==> config.mk <==
export PLATFORM = sky130hd
export DESIGN_NAME = sum_result_bcd_flat
export DESIGN_NICKNAME = d
export VERILOG_FILES = /design/src/rtl/sum_result_bcd_if.sv /design/src/rtl/sum_result_bcd.sv /design/src/flat_wrapper.sv
export SDC_FILE = /design/constraint.sdc
export NUM_CORES = 1
export LEC_CHECK = 0
export BUFFER_PORTS_ARGS = -buffer_cell sky130_fd_sc_hd__buf_2
export CAP_MARGIN = 20
export CELL_PAD_IN_SITES_DETAIL_PLACEMENT = 0
export CELL_PAD_IN_SITES_GLOBAL_PLACEMENT = 1
export CORE_MARGIN = 4
export CORE_UTILIZATION = 40
export DETAILED_ROUTE_END_ITERATION = 16
export PLACE_DENSITY = 0.74
export SKIP_LAST_GASP = 1
export SYNTH_ARGS = -nofsm -noshare
export SYNTH_HDL_FRONTEND = slang
export SYNTH_SLANG_ARGS = --single-unit
==> constraint.sdc <==
create_clock -name clk -period 2.5 [get_ports clk]
set_clock_uncertainty 0.2 [all_clocks]
set_input_delay 0.25 -clock clk [delete_from_list [all_inputs] [get_ports clk]]
set_output_delay 0.25 -clock clk [all_outputs]
set_load 0.01 [all_outputs]
==> src/rtl/sum_result_bcd_if.sv <==
// Bus between the summation unit (master) and the BCD converter (slave).
// With SUM_BCD_SEG_EN defined the bus also carries the 7-segment output.
`timescale 1ns/1ps
interface sum_result_bcd_if #(
  parameter int IN_W   = 13,
  parameter int DIGITS = 4
);
  logic                  finish_in;
  logic [IN_W-1:0]       result_in;
  logic [4*DIGITS-1:0]   bcd_out;
  logic                  valid;
  logic                  done;
  logic                  busy;
`ifdef SUM_BCD_SEG_EN
  logic [7*DIGITS-1:0]   seg_out;

  modport master (output finish_in, output result_in,
                  input bcd_out, input valid, input done, input busy, input seg_out);
  modport slave  (input finish_in, input result_in,
                  output bcd_out, output valid, output done, output busy, output seg_out);
`else
  modport master (output finish_in, output result_in,
                  input bcd_out, input valid, input done, input busy);
  modport slave  (input finish_in, input result_in,
                  output bcd_out, output valid, output done, output busy);
`endif
endinterface

==> src/rtl/sum_result_bcd.sv <==
// Captures the summation result on the rising edge of finish_in and converts
// it to packed BCD with a sequential double-dabble, one shift per clock.
// Optional macro SUM_BCD_SEG_EN adds a registered 7-segment output (gfedcba).
`timescale 1ns/1ps
module sum_result_bcd #(
  parameter int IN_W   = 13,
  parameter int DIGITS = 4
) (
  input  logic             clk,
  input  logic             rst,
  sum_result_bcd_if.slave  bus
);
  localparam int BCD_W = 4 * DIGITS;
  localparam int WRK_W = BCD_W + IN_W;
  localparam int CNT_W = (IN_W > 1) ? $clog2(IN_W) : 1;

  typedef enum logic [1:0] {S_IDLE, S_SHIFT, S_DONE} state_t;

  state_t             r_state;
  state_t             w_next;
  logic               r_finish_d;
  logic               w_trig;
  logic [CNT_W-1:0]   r_cnt;
  logic [WRK_W-1:0]   r_work;
  logic [WRK_W-1:0]   w_shifted;
  logic [BCD_W-1:0]   r_bcd;
  logic               r_valid;
  logic               r_done;
  logic               r_busy;
  logic               w_load;
  logic               w_shift;
  logic               w_finish;

  // Add 3 to every scratch nibble >= 5, all nibbles judged on the pre-shift value
  function automatic logic [BCD_W-1:0] f_dabble_adjust(input logic [BCD_W-1:0] s);
    logic [BCD_W-1:0] a;
    for (int d = 0; d < DIGITS; d++) begin
      a[4*d +: 4] = (s[4*d +: 4] >= 4'd5) ? (s[4*d +: 4] + 4'd3) : s[4*d +: 4];
    end
    return a;
  endfunction

  assign w_trig    = bus.finish_in & ~r_finish_d;
  assign w_shifted = {f_dabble_adjust(r_work[WRK_W-1 -: BCD_W]), r_work[IN_W-1:0]} << 1;

  // Delay finish_in by one clock in every state for rising-edge detection
  always_ff @(posedge clk or negedge rst) begin
    if (!rst) r_finish_d <= 1'b0;
    else      r_finish_d <= bus.finish_in;
  end

  // State register
  always_ff @(posedge clk or negedge rst) begin
    if (!rst) r_state <= S_IDLE;
    else      r_state <= w_next;
  end

  // Next-state: triggers are ignored outside IDLE, so nothing is queued
  always_comb begin
    w_next = r_state;
    case (r_state)
      S_IDLE:  if (w_trig) w_next = S_SHIFT;
      S_SHIFT: if (r_cnt == CNT_W'(IN_W - 1)) w_next = S_DONE;
      S_DONE:  w_next = S_IDLE;
      default: w_next = S_IDLE;
    endcase
  end

  // Control decode from the current state
  always_comb begin
    w_load   = 1'b0;
    w_shift  = 1'b0;
    w_finish = 1'b0;
    case (r_state)
      S_IDLE:  w_load   = w_trig;
      S_SHIFT: w_shift  = 1'b1;
      S_DONE:  w_finish = 1'b1;
      default: ;
    endcase
  end

  // Working register {scratch, bin} and iteration counter
  always_ff @(posedge clk or negedge rst) begin
    if (!rst) begin
      r_work <= '0;
      r_cnt  <= '0;
    end else if (w_load) begin
      r_work <= {{BCD_W{1'b0}}, bus.result_in};
      r_cnt  <= '0;
    end else if (w_shift) begin
      r_work <= w_shifted;
      r_cnt  <= r_cnt + 1'b1;
    end
  end

  // Result registers: old bcd_out stays visible until the new result lands
  always_ff @(posedge clk or negedge rst) begin
    if (!rst) begin
      r_bcd   <= '0;
      r_valid <= 1'b0;
      r_done  <= 1'b0;
      r_busy  <= 1'b0;
    end else begin
      r_done <= w_finish;
      if (w_load) begin
        r_valid <= 1'b0;
        r_busy  <= 1'b1;
      end
      if (w_finish) begin
        r_bcd   <= r_work[WRK_W-1 -: BCD_W];
        r_valid <= 1'b1;
        r_busy  <= 1'b0;
      end
    end
  end

  assign bus.bcd_out = r_bcd;
  assign bus.valid   = r_valid;
  assign bus.done    = r_done;
  assign bus.busy    = r_busy;

`ifdef SUM_BCD_SEG_EN
  logic [7*DIGITS-1:0] r_seg;

  // Active-high gfedcba pattern for one decimal digit
  function automatic logic [6:0] f_seg(input logic [3:0] d);
    case (d)
      4'd0:    return 7'h3F;
      4'd1:    return 7'h06;
      4'd2:    return 7'h5B;
      4'd3:    return 7'h4F;
      4'd4:    return 7'h66;
      4'd5:    return 7'h6D;
      4'd6:    return 7'h7D;
      4'd7:    return 7'h07;
      4'd8:    return 7'h7F;
      4'd9:    return 7'h6F;
      default: return 7'h00;
    endcase
  endfunction

  // Segment register updates on the same edge as bcd_out
  always_ff @(posedge clk or negedge rst) begin
    if (!rst) begin
      r_seg <= '0;
    end else if (w_finish) begin
      for (int d = 0; d < DIGITS; d++) begin
        r_seg[7*d +: 7] <= f_seg(r_work[IN_W + 4*d +: 4]);
      end
    end
  end

  assign bus.seg_out = r_seg;
`endif
endmodule

==> src/flat_wrapper.sv <==
// flat-port wrapper written by rule: the top's interface ports become plain ports
module sum_result_bcd_flat 
#(
  parameter int IN_W   = 13,
  parameter int DIGITS = 4
)
  (clk, rst, bus_finish_in, bus_result_in, bus_bcd_out, bus_valid, bus_done, bus_busy);
  sum_result_bcd_if #(.IN_W(IN_W), .DIGITS(DIGITS)) bus_i ();
  input  logic clk;
  input  logic rst;
  input wire logic [$bits(bus_i.finish_in)-1:0] bus_finish_in;
  input wire logic [$bits(bus_i.result_in)-1:0] bus_result_in;
  output wire logic [$bits(bus_i.bcd_out)-1:0] bus_bcd_out;
  output wire logic [$bits(bus_i.valid)-1:0] bus_valid;
  output wire logic [$bits(bus_i.done)-1:0] bus_done;
  output wire logic [$bits(bus_i.busy)-1:0] bus_busy;
  assign bus_i.finish_in = bus_finish_in;
  assign bus_i.result_in = bus_result_in;
  assign bus_bcd_out = bus_i.bcd_out;
  assign bus_valid = bus_i.valid;
  assign bus_done = bus_i.done;
  assign bus_busy = bus_i.busy;
  sum_result_bcd #(.IN_W(IN_W), .DIGITS(DIGITS)) u_core (.clk(clk), .rst(rst), .bus(bus_i));
endmodule
# After elaboration in Yosys (flattened, before gate mapping)
# Cells that the tools add are included.
[op_classes] addsub=5 magnitude_cmp=4 n_eq_ne=5 n_mux=18 bitwise_logic=2 reduce_logical=4
[ops] op="$mux W29" count=2
[ops] op="$mux W4" count=5
[ops] op="$ge A4 B3 Y1 const B" count=4
[ops] op="$add A4 B2 Y4 const B" count=3
[ops] op="$mux W1" count=7
[ops] op="$add A4 B1 Y4 const B" count=1
[ops] op="$eq A4 B4 Y1 const B" count=1
[ops] op="$mux W2" count=2
[ops] op="$ne A2 B1 Y1 const B" count=2
[ops] op="$pmux W2 S2" count=1
[ops] op="$reduce_bool A2 Y1" count=2
[ops] op="$add A3 B2 Y3 const B" count=1
[ops] op="$mux W3" count=1
[ops] op="$eq A2 B1 Y1 const B" count=1
[ops] op="$eq A2 B2 Y1 const B" count=1
[ops] op="$logic_not A2 Y1" count=1
[ops] op="$reduce_and A2 Y1" count=1
[ops] op="$and A1 B1 Y1" count=1
[ops] op="$not A1 Y1" count=1
[word_totals] ff_bits=55 in_bits=16 output_inout_bits=19 word_cells=46

# Logic depth before layout (Yosys ltp)
[logic_depth] ltp_word=5 ltp_mapped=6

# Worst setup path before layout
# No wires, ideal clock.
[synth_path] path_type="register -> register" startpoint="register u_core.r_work[13]" endpoint="register u_core.r_work[15]" setup_ps=83 arrival_ps=1434 setup_slack_ps=783 stages_incl_launch_ff=7 synth_period_minus_slack_ps=1717 path_cell_list="dfrtp_1 > inv_1 > ha_1 > nand2b_1 > a21oi_1 > mux2_2 > o21ai_0"
[synth_between] elab_chain_cells=4 word_cells_on_any_way=5
[synth_lines] item="start: declaration" line="sum_result_bcd.sv:24" rtl="logic [WRK_W-1:0] r_work;"
[synth_lines] item="start signal: assignment" line="sum_result_bcd.sv:88" rtl="r_work <= {{BCD_W{1'b0}}, bus.result_in};"
[synth_lines] item="start signal: assignment" line="sum_result_bcd.sv:91" rtl="r_work <= w_shifted;"
[synth_lines] item="$add A4 B2 Y4 or $ge A4 B3 Y1 (tied branches)" line="sum_result_bcd.sv:38" rtl="a[4*d +: 4] = (s[4*d +: 4] >= 4'd5) ? (s[4*d +: 4] + 4'd3) : s[4*d +: 4];"
[synth_lines] item="$mux W4 (*)" line="sum_result_bcd.sv:38"
[synth_lines] item="$mux W29 (*)" line="sum_result_bcd.sv:90" rtl="end else if (w_shift) begin"
[synth_lines] item="$mux W29 (*)" line="sum_result_bcd.sv:87" rtl="end else if (w_load) begin"
# Mark *: on every way between the ends. The rest lies on a longest branch, timed or not. The select of a mux whose other input is x is not followed.
# A chain may end at the register's enable or synchronous reset.

# Worst setup path after layout
[layout_path] startpoint="input port bus_finish_in" endpoint="register u_core.r_work[22]"
[layout_between] elab_chain_cells=3 word_cells_on_any_way=4
[layout_lines] item="start: declaration" line="flat_wrapper.sv:11" rtl="input wire logic [$bits(bus_i.finish_in)-1:0] bus_finish_in;"
[layout_lines] item="$and A1 B1 Y1 (*)" line="sum_result_bcd.sv:43" rtl="assign w_trig = bus.finish_in & ~r_finish_d;"
[layout_lines] item="$mux W1 (*)" line="sum_result_bcd.sv:74" rtl="case (r_state)"
[layout_lines] item="$mux W29 or $reduce_bool A2 Y1 (tied branches)"
# Mark *: on every way between the ends. The rest lies on a longest branch, timed or not.

==> reports/metrics.cfg <==
[status]
outcome=completed

[hold_path]
hold_depth=2
whs_endpoint=u_core.bus.bcd_out[12]
worstHoldStart=u_core.bus.bcd_out[12]
worstHoldPathType=reg2reg

[layout]
area_growth_pct=18.8
drive_gt1_share_pct=20.8
fin_nets=314
antennaDiodeCount=0

[cts]
cts-root-buf=clkbuf_8
clk_pin_slew_ns=0.10
numCtsBuffers=5
cts_tree=done
htreeDepth=2
clk_latency_ns=0.30
postCtsSetupBuffers=0
clock-sinks=55
ctsResizeCount=0
cts_max_path_buffers=2
hold_buffers=15

[pwr]
irDropWorstVdd_v=0.000484
comb_power_share_pct=40.4
intPower_w=0.00209
clock_power_share_pct=14.4
p_per_area_nw_per_um2=1150
power.switching_w=0.00130
leakagePower_nw=1.46
swShare_pct=38.4
power_frac_seq_pct=45.2

[worst_setup_path]
worst_ep_arrival_time_ns=1.94
critPathKind=in2reg
worst_r2r_startpoint=u_core.r_work[17]
rr_worst_depth=6
cp.required_ns=2.46
r2r-end=u_core.r_work[19]
cpMaxStageDelayCell=or4b_1
r2r_slack_ns=0.56
cp_cell_sequence=dlygate4sd3_1, buf_2, or4b_1, nand3_1, o21ai_0
end_kind=register
start_kind=primary input
path_max_fanout=17
max_stage_delay_ns=0.76

[global_routing]
track_usage_pct=14.4
gr-total-overflow=0
antenna_found_initial=0
grt_pass1_wl_um=8510
grt_pass1_vias=1813
grt_max_degree=39

[sta]
max_slew_margin_pct=42.0
maxSlewViolCount=0
rsz0062_at_grt=no
finalHoldViolCount=0
setup_ws_ns=0.514
worst_slew_pin_slew_ns=0.870
finalCriticalPeriod_ns=1.99
tns_ns=0
max_clock_freq_mhz=503
setup_violations=0
whs_ns=0.276
period_share_pct=79.5

[logic_synthesis]
yosys.area_share.simple_pct=16.2
syn_inst=239
yosysWarnings=0
synth-xor-area-share_pct=2.47
synth-seq-area-share_pct=55.4
ys_types=27
synth_top_family_by_area=simple AND/OR/NAND/NOR gates
syn-num-nets=265
synth_compound_area_share_pct=11.2
synth-adder-area-share_pct=5.03
syn_avg_cell_area_um2=10.4
synth.area.mux_share_pct=4.98
synth_area_um2=2490
ys_seq_elements=55

[floorplanning]
die_area_um2=7540
io_pins=35
start_util_pct=41.5
core_area_um2=5990
fp.dieW_um=86.8
fp-row-count=28
fp.dieH_um=86.8

[drt]
wl_per_cell_um=13.4
dr.pass1.iters=4
drc=0
vias_per_cell=5.03
finalWirelength_um=4860
drt_first_iter_violations=74
num_vias=1827
ant_nets=0

[job]
maxCapViolations=0

[placed_design]
dp_slack_ns=0.587
hpwl_um=3240
place.gp.congestion=0.813
port_buffers=34

==> worst max-delay path, delay by kind of cell <==
family	cells	cell delay, ns
simple gates	2	0.96
buf+inv	2	0.64
compound gates	1	0.10
==> how the worst max path moves through the flow <==
stage / start / endpoint
floorplan: u_core.r_work[13] / u_core.r_work[15]
global placement: u_core.r_state[0] / u_core.r_work[15]
detailed placement: u_core.r_state[1] / u_core.r_work[14]
CTS: bus_finish_in / u_core.r_work[17]
global route: bus_finish_in / u_core.r_work[22]
finish: bus_finish_in / u_core.r_work[22]
==> cell usage after synthesis <==
master    instances  area share (%)
o21ai_0          23             4.6
xor2_1            3             1.1
nand4_1           1            0.25
buf_6             1            0.45
ha_1             10             5.0
nor2b_1           1            0.25
nor3_1            3            0.60
or3_1             1            0.25
nor2_1            2            0.30
nand3_1          21             4.2
or4b_1            1            0.40
dfrtp_1          55              55
nor2_2            1            0.25
nand2b_1          5             1.3
nand2_1          47             7.1
clkbuf_1          2            0.30
nor4b_4           1            0.96
a22oi_1          12             3.6
xnor2_1           4             1.4
a21oi_1           5             1.0
buf_8             1            0.60
o21ai_1           2            0.40
buf_2             9             1.8
o31ai_1           5             1.5
mux2_2           11             5.0
or2b_1            1            0.30
inv_1            11             1.7
==> cells in the final DEF (no fill, tap or decap), types with 10 or more instances in the layout <==
cell type	instances
ha_1	10
mux2_2	11
nand2_1	47
o21ai_0	23
dlygate4sd3_1	15
a22oi_1	12
buf_2	34
inv_1	11
dfrtp_1	55
nand3_1	21
==> kinds of logic after synthesis <==
family                     Yosys count
AOI/OAI and AO/OA                   47
xor gates and xnor gates             7
adders and majority gates           10
buffers and inverters               24
DFF                                 55
muxes                               11
and+or+nand+nor                     85
==> power by group through the flow <==
| stage | registers, W | logic [W] | clock network [W] |
|---|---|---|---|
| CTS | 0.00154 | 0.00140 | 0.000506 |
| global placement | 0.00155 | 0.00135 | 0 |
| floorplan | 0.00156 | 0.000963 | 0 |
| detailed placement | 0.00155 | 0.00138 | 0 |
| global route | 0.00158 | 0.00159 | 0.000539 |
| finish | 0.00153 | 0.00137 | 0.000488 |
==> metrics by stage <==
stage	utilization [%]	instance area [µm²]	total power, W	std cells
6_report	49.3	2950	0.00339	363
5_1_grt	49.3	2950	0.00372	363
4_1_cts	49.3	2950	0.00344	363
3_5_place_dp	45.3	2720	0.00293	341
3_3_place_gp	45.3	2720	0.00289	341
2_1_floorplan	-	2490	0.00252	239
==> area by class of cell <==
class                   count  area, µm²
clock inverters             1       5.00
inverters                  11       41.3
multi-input cells         160        990
flip-flops and latches     55       1380
clock buffers               6       82.6
repair buffers             55        365
well taps                  75       93.8
fillers                   549       3040
==> registers in the layout, indices dropped and copies added (netlist names) <==
name	flops
u_core.r_cnt	4
u_core.r_finish_d	1
u_core.r_work	29
u_core.bus.busy	1
u_core.bus.bcd_out	16
u_core.r_state	2
u_core.bus.valid	1
u_core.bus.done	1
==> per-layer routing <==
metal | track usage [%] | up-vias | routed length [µm]
li1 | - | 911 | -
met1 | 18.7 | 873 | 2310
met2 | 23.8 | 36 | 2260
met3 | 2.76 | 7 | 210
met4 | 5.52 | 0 | 79
met5 | 0 | - | 0
Power figures use the tool's default switching activity.
